$ cat config.mk
export PLATFORM = sky130hd
export DESIGN_NAME = prefix_adder_pipe
export DESIGN_NICKNAME = d
export VERILOG_FILES = /design/src/rtl/prefix_adder_pipe.sv
export SDC_FILE = /design/constraint.sdc
export NUM_CORES = 1
export LEC_CHECK = 0
export ABC_AREA = 1
export CORE_ASPECT_RATIO = 1.4
export CORE_UTILIZATION = 35
export DETAILED_ROUTE_END_ITERATION = 7
export PLACE_DENSITY = 0.67
export SLEW_MARGIN = 5
export SYNTH_ARGS = -nofsm -noshare
export SYNTH_HDL_FRONTEND = slang
export SYNTH_SLANG_ARGS = --single-unit
$ cat constraint.sdc
create_clock -name clk -period 5.85 [get_ports clk]
set_clock_uncertainty 0.05 [all_clocks]
set_input_delay 0.8775 -clock clk [delete_from_list [all_inputs] [get_ports clk]]
set_output_delay 0.8775 -clock clk [all_outputs]
set_load 0.05 [all_outputs]
$ cat src/rtl/prefix_adder_pipe.sv
// Pipelined Kogge-Stone adder/subtractor with valid/ready on both sides.
// Register ranks are spread evenly across the prefix levels; the last rank holds the result.
module prefix_adder_pipe #(
  parameter int WIDTH  = 32,
  parameter int STAGES = 2,
  parameter int TAG_W  = 4
) (
  input  logic             clk,
  input  logic             rst_n,
  input  logic             in_valid,
  output logic             in_ready,
  input  logic [WIDTH-1:0] in_a,
  input  logic [WIDTH-1:0] in_b,
  input  logic             in_cin,
  input  logic             in_sub,
  input  logic [TAG_W-1:0] in_tag,
  output logic             out_valid,
  input  logic             out_ready,
  output logic [WIDTH-1:0] out_sum,
  output logic             out_cout,
  output logic             out_ovf,
  output logic [TAG_W-1:0] out_tag
);

  localparam int LEVELS = $clog2(WIDTH);
  localparam logic [WIDTH-1:0] ONES = '1;
  localparam int LAST = STAGES - 1;

  // Handshake state, one bit per rank (index 0 = rank 1).
  logic [STAGES-1:0] v_q, v_d, rdy, up_v, ld;

  // Data entering each combinational segment: index 0 comes from the ports,
  // index s>0 from the register rank in front of segment s.
  logic [WIDTH-1:0] sg_g   [STAGES];
  logic [WIDTH-1:0] sg_p   [STAGES];
  logic [WIDTH-1:0] sg_pin [STAGES];
  logic             sg_c0  [STAGES];
  logic [TAG_W-1:0] sg_tag [STAGES];
  logic [WIDTH-1:0] so_g   [STAGES];
  logic [WIDTH-1:0] so_p   [STAGES];

  logic [WIDTH-1:0] b_eff, g_init, p_init;
  logic             c0;

  always_comb begin
    b_eff  = in_sub ? ~in_b : in_b;
    c0     = in_sub | in_cin;
    g_init = in_a & b_eff;
    p_init = in_a ^ b_eff;
    // Carry-in becomes part of bit 0's generate, so the tree spans only WIDTH bits.
    g_init[0] = g_init[0] | (p_init[0] & c0);
  end

  assign sg_g[0]   = g_init;
  assign sg_p[0]   = {p_init[WIDTH-1:1], 1'b0};
  assign sg_pin[0] = p_init;
  assign sg_c0[0]  = c0;
  assign sg_tag[0] = in_tag;

  // A rank can take new data when it or any rank downstream of it is empty,
  // or the consumer is draining the output.
  for (genvar gi = 0; gi < STAGES; gi++) begin : g_ctrl
    if (gi == 0) begin : g_first
      assign up_v[gi] = in_valid;
    end else begin : g_next
      assign up_v[gi] = v_q[gi-1];
    end
    assign rdy[gi] = out_ready | ~(&v_q[STAGES-1:gi]);
    assign ld[gi]  = rdy[gi] & up_v[gi];
    assign v_d[gi] = rdy[gi] ? up_v[gi] : v_q[gi];
  end

  always_ff @(posedge clk) begin
    if (!rst_n) begin
      v_q <= '0;
    end else begin
      v_q <= v_d;
    end
  end

  for (genvar gi = 0; gi < STAGES; gi++) begin : g_seg
    localparam int LO = (gi * LEVELS) / STAGES;
    localparam int HI = ((gi + 1) * LEVELS) / STAGES;

    logic [WIDTH-1:0] acc_g, acc_p;

    // Prefix levels LO+1..HI; level k+1 combines each bit with the group 2^k below it.
    always_comb begin
      acc_g = sg_g[gi];
      acc_p = sg_p[gi];
      for (int k = LO; k < HI; k++) begin
        acc_g = acc_g | (acc_p & (acc_g << (1 << k)));
        acc_p = acc_p & ((acc_p << (1 << k)) | ~(ONES << (1 << k)));
      end
    end

    assign so_g[gi] = acc_g;
    assign so_p[gi] = acc_p;

    if (gi < LAST) begin : g_mid
      logic [WIDTH-1:0] g_q, g_d, p_q, p_d, pin_q, pin_d;
      logic             c0_q, c0_d;
      logic [TAG_W-1:0] tag_q, tag_d;

      always_comb begin
        g_d   = g_q;
        p_d   = p_q;
        pin_d = pin_q;
        c0_d  = c0_q;
        tag_d = tag_q;
        if (ld[gi]) begin
          g_d   = acc_g;
          p_d   = acc_p;
          pin_d = sg_pin[gi];
          c0_d  = sg_c0[gi];
          tag_d = sg_tag[gi];
        end
      end

      always_ff @(posedge clk) begin
        g_q   <= g_d;
        p_q   <= p_d;
        pin_q <= pin_d;
        c0_q  <= c0_d;
        tag_q <= tag_d;
      end

      assign sg_g[gi+1]   = g_q;
      assign sg_p[gi+1]   = p_q;
      assign sg_pin[gi+1] = pin_q;
      assign sg_c0[gi+1]  = c0_q;
      assign sg_tag[gi+1] = tag_q;
    end
  end

  logic [WIDTH-1:0] fin_g, carries;
  logic [WIDTH-1:0] out_sum_q, out_sum_d;
  logic             out_cout_q, out_cout_d, out_ovf_q, out_ovf_d;
  logic [TAG_W-1:0] out_tag_q, out_tag_d;

  // Final group generates are the carries out of each bit.
  assign fin_g   = so_g[LAST];
  assign carries = {fin_g[WIDTH-2:0], sg_c0[LAST]};

  always_comb begin
    out_sum_d  = out_sum_q;
    out_cout_d = out_cout_q;
    out_ovf_d  = out_ovf_q;
    out_tag_d  = out_tag_q;
    if (ld[LAST]) begin
      out_sum_d  = sg_pin[LAST] ^ carries;
      out_cout_d = fin_g[WIDTH-1];
      out_ovf_d  = fin_g[WIDTH-1] ^ fin_g[WIDTH-2];
      out_tag_d  = sg_tag[LAST];
    end
  end

  always_ff @(posedge clk) begin
    if (!rst_n) begin
      out_sum_q  <= '0;
      out_cout_q <= 1'b0;
      out_ovf_q  <= 1'b0;
      out_tag_q  <= '0;
    end else begin
      out_sum_q  <= out_sum_d;
      out_cout_q <= out_cout_d;
      out_ovf_q  <= out_ovf_d;
      out_tag_q  <= out_tag_d;
    end
  end

  assign in_ready  = rdy[0];
  assign out_valid = v_q[LAST];
  assign out_sum   = out_sum_q;
  assign out_cout  = out_cout_q;
  assign out_ovf   = out_ovf_q;
  assign out_tag   = out_tag_q;

endmodule

==> results of run 1 <==
-- cells in the mapped netlist --
library cell    n  area share (%)
nand2_1       138             7.9
nor2_1         98             5.6
edfxtp_1       97              44
a21oi_1        58             4.4
inv_1          55             3.1
o21ai_1        50             3.8
dfxtp_1        40              12
xor2_1         40             5.3
nand3_1        36             2.7
ha_1           32             6.1
inv_2          13            0.74
buf_2           9            0.68
xnor2_1         9             1.2
o21a_1          4            0.46
a21o_1          3            0.34
clkbuf_1        3            0.17
o21ai_0         3            0.23
a21oi_4         1            0.25
buf_1           1           0.057
buf_6           1            0.17
clkinv_1        1           0.057
nor3_1          1           0.076
o211ai_1        1            0.11
o31ai_1         1            0.11
or2_4           1            0.13
-- layout make-up --
| type | count | area, sq um | share of cell area (%) |
|---|---|---|---|
| tap | 244 | 305 | 3.56 |
| clock buffer | 18 | 439 | 5.13 |
| timing repair buffer | 115 | 1140 | 13.3 |
| sequential | 137 | 3710 | 43.4 |
| multi-input combinational | 476 | 2560 | 29.8 |
| inverter | 69 | 259 | 3.02 |
| clock inverter | 14 | 150 | 1.75 |
-- per-layer routing --
metal  track usage [%]  up-vias  share of wire, %
met5                 0        -                 0
met4              6.06        0               1.2
met3              3.38       10               3.9
met2              26.8      125                50
met1              19.3     2194                45
li1                  -     2577                 -
-- how the worst max path moves through the flow --
stage	end	slack (ps)	cells past startpoint
final	in_ready	2520	6
after global routing	in_ready	2380	6
after CTS	in_ready	2500	6
after detailed placement	in_ready	2510	6
after global placement	in_ready	2520	6
after floorplan	g_seg[0].g_mid.c0_q	150	4
-- worst max-delay path, cell delays in order --
cell             delay, ps
clkdlybuf4s50_1        410
inv_2                   50
nand2_1                 70
nor2_1                 210
inv_1                   80
clkdlybuf4s50_1        700
-- state kept, by name (all words and copies together), names as in the netlist --
name and count:
g_seg.g_mid.c0_q 1, g_seg.g_mid.g_q 32, g_seg.g_mid.p_q 28, g_seg.g_mid.pin_q 32
g_seg.g_mid.tag_q 4, out_cout 1, out_ovf 1, out_sum 32
out_tag 4, v_q 2
-- cell families after synthesis --
logic type | after synthesis | synth area share [%]
AND/OR/NAND/NOR | 274 | 16.4
flip-flops | 137 | 56.3
AO/OA/AOI/OAI | 121 | 9.70
buffers and inverters | 83 | 5.01
XOR/XNOR | 49 | 6.51
adder cells (fa/ha/maj) | 32 | 6.07
-- power breakdown --
group / internal (mW) / leakage [nW] / switching [mW]
logic: 0.207 / 1.99 / 0.332
clock network: 0.640 / 0.282 / 0.406
registers: 1.16 / 1.30 / 0.0502
-- through the flow --
stage | cell area [sq um] | total power [mW] | hold slack [ps]
after floorplan | 6590 | 1.57 | 401
after global placement | 7980 | 1.76 | 412
after detailed placement | 7980 | 1.77 | 419
after CTS | 8560 | 2.81 | 429
after global routing | 8560 | 2.91 | 456
final | 8560 | 2.79 | 428
==> impl_metrics.yaml, run 1 <==
status:
  status: "finished, final reports clean"
clock_network:
  cts_buffers: 17
  clock_path_buffers: 2
  cts_resized: 0
  clk_latency_ps: 420
  cts.sinks: 137
  post_cts_buffers: 0
  htreeDepth: 4
  ctsHoldBuffers: 0
  path_clk_slew_ps: 60
  root_buffer: "clkbuf_16"
  cts_tree: "done"
detailed_routing:
  drt_wl_total_um: 14600
  num_vias: 4906
  drc: 0
  detail_route.iter0.violations: 288
  vias_per_cell: 4.57
  wire_per_inst_um: 13.6
  dr.pass1.iters: 5
  antenna_left: 0
synth:
  synth_warnings: 0
  syn_nets: 802
  syn_area_per_cell_sq_um: 9.47
  synth_cells: 696
  synth_cell_type_count: 25
  syn-cell-area_sq_um: 6590
  ys_ff_latch: 137
  yosysSeqAreaShare_pct: 56.3
worst_setup_path:
  critPathLaunch: "out_ready"
  path_class: "in2out"
  cp-end-kind: "output pin"
  cp.required_ps: 4920
  cp-start-kind: "primary input"
  r2r_setup_slack_ps: 3800
  path_max_fanout: 3
  reg2reg_depth: 6
  crit_arrival_ps: 2410
  r2r-end: "out_sum[31]"
  r2r_start: "v_q[1]"
sta:
  relSlewSlack_pct: 23.7
  rsz0062_at_grt: "no"
  fin_crit_sh_pct: 57.0
  tns_ps: 0
  clock.fmax_mhz: 300
  setup_viol: 0
  setup_slack_ps: 2520
  finalMaxSlewViolations: 0
  fin_crit_ps: 3330
  tightestPinTransition_ps: 1140
  hold_viol: 0
floorplanning:
  core_sq_um: 18500
  start_util_pct: 35.6
  die_x_um: 118
  dieHeight_um: 164
  row_count: 59
  die-area_sq_um: 19400
  pin_count: 114
placement:
  place_congestion: 0.799
  place_inst: 1041
  pre_cts_slack_ps: 2510
  io_buffer_count: 113
  dp_hpwl_um: 11200
pwr:
  p_leak_nw: 3.57
  powerDensity_nw_per_um2: 326
  vdd_ir_drop_max_uv: 198
cells_and_area:
  drive_gt1_share_pct: 6.15
  nFillCells: 1731
  final_cells: 1073
  layout_commonest_cell: "nand2_1"
  utilization_pct: 46.2
  nNetsFinal: 922
  antenna_cells: 0
  synthToLayoutAreaGrowth_pct: 29.9
  layout_common_cells: "nand2_1, clkdlybuf4s50_1, nor2_1, edfxtp_1, a21oi_1"
global_route:
  antenna_found_initial: 0
  grt_max_degree: 94
  grt_overflow: 0
  first_global_vias: 4734
  track_usage_pct: 15.7
  grt_pass1_wl_um: 23300
min_path:
  hold-path-cell-count: 2
  hold_end: "v_q[1]"
  worstHoldPathType: "reg2reg"
  hold_start: "v_q[0]"
run:
  cap_violations: 0
(Power assumes the default switching activity.)
==> inputs of run 2 (changes only) <==
Settings changed: PLACE_DENSITY 0.67 to 0.65.
Clock period 5.85 ns to 3.1 ns, I/O delays scaled along.
==> run 2 against run 1 <==
- sequential share of layout area fell by 0.52 points
- flip-flop and latch count did not move
- routed wire length rose by 2.2%
- power rose by 98%
- die area did not move
- non-clock buffer count rose by 4
- clock power rose by 110%
- combinational power rose by 87%
- first-iteration DRC count rose by 17%
- critical endpoint unchanged
==> impl_metrics.yaml, run 2 (synthesis gave the netlist of run 1 again) <==
status:
  status: "finished, final reports clean"
worst_setup_path:
  path_max_fanout: 3
  critPathTopFamily: "buffers and inverters"
  cp_slowest_cell: "clkdlybuf4s50_1"
  crit_buf_inv: 4
  cp-start-kind: "primary input"
  path_class: "in2out"
  path_cells: "clkdlybuf4s50_1 -> inv_2 -> nand2_1 -> nor2_1 -> inv_1 -> clkdlybuf4s50_1"
  cp.required_ps: 2580
  cp-end-kind: "output pin"
  crit_path_frequent_cell: "clkdlybuf4s50_1"
  crit_arrival_ps: 2000
  critical-path-max-stage-delay_ps: 700
detailed_routing:
  drc: 0
  wire_per_inst_um: 13.9
  drt_wl_total_um: 15000
  vias_per_cell: 4.60
  num_vias: 4957
  detail_route.iter0.violations: 337
  dr.pass1.iters: 5
  antenna_left: 0
pwr:
  pwr-share-clk_pct: 40.2
  p_leak_nw: 3.61
  powerDensity_nw_per_um2: 637
  total_power_mw: 5.52
  internal-power_mw: 4.01
  power.net_switching_mw: 1.51
  combPwrFrac_pct: 18.4
  p_sw_share_pct: 27.3
  vdd_ir_drop_max_uv: 420
  seq_power_share_pct: 41.4
cells_and_area:
  nNetsFinal: 926
  synthToLayoutAreaGrowth_pct: 31.5
  drive_gt1_share_pct: 6.48
  layout_commonest_cell: "nand2_1"
  antenna_cells: 0
  layout_common_cells: "nand2_1, clkdlybuf4s50_1, nor2_1, edfxtp_1, a21oi_1"
sta:
  fin_crit_ps: 2520
  hold_viol: 0
  finalMaxSlewViolations: 0
  setup_viol: 0
  tns_ps: 0
  clock.fmax_mhz: 397
  fin_crit_sh_pct: 81.2
  tightestPinTransition_ps: 662
  rsz0062_at_grt: "no"
  relSlewSlack_pct: 55.9
clock_network:
  cts_buffers: 17
  path_clk_slew_ps: 60
  root_buffer: "clkbuf_16"
  post_cts_buffers: 0
  clk_latency_ps: 420
  cts_resized: 0
  cts_tree: "done"
  cts.sinks: 137
  htreeDepth: 4
  ctsHoldBuffers: 0
  clock_path_buffers: 2
global_route:
  grt_pass1_wl_um: 23600
  first_global_vias: 4763
  grt_max_degree: 98
  track_usage_pct: 15.9
  antenna_found_initial: 0
  grt_overflow: 0
run:
  cap_violations: 0
min_path:
  worstHoldPathType: "reg2reg"
floorplanning:
  dieHeight_um: 164
  row_count: 59
  die-area_sq_um: 19400
  die_x_um: 118
  start_util_pct: 35.6
  pin_count: 114
  core_sq_um: 18500
placement:
  place_congestion: 0.849
  io_buffer_count: 113
  dp_hpwl_um: 11200
[run 2: layout make-up]
class                   instances  area, sq um
fillers                      1688         9860
flip-flops and latches        137         3710
multi-input cells             476         2560
repair buffers                119         1180
clock buffers                  18          429
well taps                     244          305
inverters                      69          259
clock inverters                14          221
[run 2: worst register-to-register path, stage by stage (launching register included)]
cell	delay (ps)
dfxtp_1	310
nand2_1	90
nand2_1	60
buf_4	180
inv_2	70
buf_4	410
nand3_1	250
nand2_1	110
inv_1	40
[run 2: final timing paths]
| path | startpoint | to | slack [ps] | depth (start not counted) |
|---|---|---|---|---|
| max | out_ready | in_ready | 580 | 6 |
| min | out_tag[1] | out_tag[1] | 430 | 2 |
| max reg2reg | v_q[1] | out_sum[21] | 1440 | 8 |
| min reg2reg | out_tag[1] | out_tag[1] | 430 | 2 |
[run 2: routing by layer]
layer | share of wire, % | vias up | global-route usage [%]
met3 | 4.6 | 20 | 3.07
met1 | 45 | 2216 | 19.5
met2 | 49 | 148 | 27.4
li1 | - | 2573 | -
met4 | 1.9 | 0 | 6.47
met5 | 0 | - | 0
[run 2: metrics by stage]
step                      instances  instance area (sq um)  setup WS, ps  utilization, %  hold slack, ps
after floorplan                 696                   6600           491               -             401
after global placement         1045                   8020           601            43.3             413
after detailed placement       1045                   8020           582            43.3             424
after CTS                      1077                   8670           582            46.8             432
after global routing           1077                   8670           469            46.8             457
final                          1077                   8670           582            46.8             432
[run 2: power by group through the flow]
stage | logic (mW) | registers, mW | clock network [mW]
floorplan | 0.532 | 2.43 | 0
global placement | 1.01 | 2.32 | 0
detailed placement | 1.01 | 2.32 | 0
CTS | 1.02 | 2.28 | 2.26
global route | 1.12 | 2.30 | 2.32
finish | 1.01 | 2.28 | 2.22
==> inputs of run 3 (changes only) <==
Clock period 3.1 ns to 2.42 ns, I/O delays scaled along.
==> run 3 against run 2 <==
- power is 25% higher
- final cell count is 0.37% higher
- count of clock-buffer cells in the layout stayed put
- highest routed layer unchanged
- clock power is 19% higher
- largest power group unchanged
==> impl_metrics.yaml, run 3 (synthesis gave the netlist of run 1 again) <==
status:
  status: "finished, final reports clean"
min_path:
  hold_end: "out_tag[1]"
  hold_start: "out_tag[1]"
  worstHoldPathType: "reg2reg"
  hold-path-cell-count: 2
clock_network:
  ctsHoldBuffers: 0
  htreeDepth: 4
  path_clk_slew_ps: 60
  clock_path_buffers: 2
  cts_tree: "done"
  cts.sinks: 137
  cts_buffers: 17
  root_buffer: "clkbuf_16"
  clk_latency_ps: 420
  post_cts_buffers: 0
  cts_resized: 0
detailed_routing:
  detail_route.iter0.violations: 249
  drt_wl_total_um: 15200
  wire_per_inst_um: 14.1
  num_vias: 4968
  drc: 0
  dr.pass1.iters: 5
  antenna_left: 0
  vias_per_cell: 4.60
worst_setup_path:
  r2r_start: "v_q[1]"
  crit_arrival_ps: 1580
  path_class: "reg2out"
  r2r-end: "g_seg[0].g_mid.pin_q[3]"
  reg2reg_depth: 4
  critPathTopFamily: "buffers and inverters"
  critical-path-max-stage-delay_ps: 830
  cp-end-kind: "output pin"
  crit_buf_inv: 1
  r2r_setup_slack_ps: 920
  path_cells: "clkdlybuf4s50_1"
  cp_slowest_cell: "clkdlybuf4s50_1"
  cp-start-kind: "register"
  path_max_fanout: 2
  cp.required_ps: 2010
cells_and_area:
  layout_commonest_cell: "nand2_1"
  antenna_cells: 0
  nFillCells: 1706
  utilization_pct: 47.1
  nNetsFinal: 930
  layout_common_cells: "nand2_1, clkdlybuf4s50_1, edfxtp_1"
  synthToLayoutAreaGrowth_pct: 32.3
  stdcell_area_sq_um: 8720
  drive_gt1_share_pct: 7.41
  final_cells: 1081
placement:
  pre_cts_slack_ps: 324
  dp_hpwl_um: 11700
  placed_area_sq_um: 8120
  io_buffer_count: 113
  place_congestion: 0.830
  place_inst: 1049
sta:
  relSlewSlack_pct: 64.1
  setup_slack_ps: 428
  setup_viol: 0
  fin_crit_sh_pct: 82.3
  tns_ps: 0
  finalMaxSlewViolations: 0
  fin_crit_ps: 1990
  tightestPinTransition_ps: 537
  hold_viol: 0
  fin_hold_ws_ps: 427
  rsz0062_at_grt: "no"
  clock.fmax_mhz: 502
pwr:
  seq_power_share_pct: 42.5
  p_sw_share_pct: 28.2
  pwr-share-clk_pct: 38.3
  vdd_ir_drop_max_uv: 473
  p_leak_nw: 3.65
  powerDensity_nw_per_um2: 790
  internal-power_mw: 4.94
  power.net_switching_mw: 1.95
  total_power_mw: 6.89
  combPwrFrac_pct: 19.2
floorplanning:
  core_sq_um: 18500
  row_count: 59
  pin_count: 114
  start_util_pct: 35.6
  dieHeight_um: 164
  die_x_um: 118
  die-area_sq_um: 19400
global_route:
  grt_overflow: 0
  track_usage_pct: 16.3
  grt_max_degree: 39
  antenna_found_initial: 0
  first_global_vias: 4834
  grt_pass1_wl_um: 23900
run:
  cap_violations: 0
[run 3: cell types whose count changed in the layout (fill, tap and decap cells not counted)]
cell | before | now
bufinv_16 | 5 | 3
nand2_1 | 138 | 137
clkdlybuf4s50_1 | 112 | 111
buf_12 | 1 | 6
inv_6 | 2 | 4
dfxtp_4 | 0 | 1
dfxtp_1 | 40 | 39
nand2_4 | 0 | 1
nor2_1 | 97 | 96
clkinvlp_4 | 6 | 3
clkinv_2 | 0 | 3
nor2_2 | 0 | 1
[run 3: layer usage]
| layer | track usage, % | vias to the layer above | part of all wire, % |
|---|---|---|---|
| met3 | 2.87 | 24 | 3.9 |
| met2 | 28.2 | 131 | 49 |
| met4 | 7.52 | 0 | 2.5 |
| met5 | 0 | - | 0 |
| met1 | 19.7 | 2226 | 45 |
| li1 | - | 2587 | - |
[run 3: worst max path at each step]
stage,start,end,slack [ps],cells past startpoint
floorplan,v_q[1],g_seg[0].g_mid.c0_q,-4,3
global placement,in_sub,g_seg[0].g_mid.g_q[13],320,6
global route,out_sum[7],out_sum[7],380,1
CTS,out_sum[8],out_sum[8],400,1
detailed placement,in_b[0],g_seg[0].g_mid.g_q[3],320,8
finish,out_sum[8],out_sum[8],430,1
[run 3: final cells by class]
class | count | area [sq um] | area share, %
sequential | 137 | 3720 | 42.6
multi-input combinational | 476 | 2570 | 29.4
timing repair buffer | 123 | 1270 | 14.6
clock buffer | 18 | 429 | 4.92
tap | 244 | 305 | 3.50
inverter | 69 | 259 | 2.97
clock inverter | 14 | 171 | 1.97
[run 3: power by group through the flow]
stage          Sequential (mW)  Clock (mW)  Combinational [mW]
3_5_place_dp              2.98           0                1.32
2_1_floorplan             3.11           0               0.682
5_1_grt                   2.95        2.76                1.46
4_1_cts                   2.93        2.68                1.33
6_report                  2.93        2.64                1.32
3_3_place_gp              2.97           0                1.31
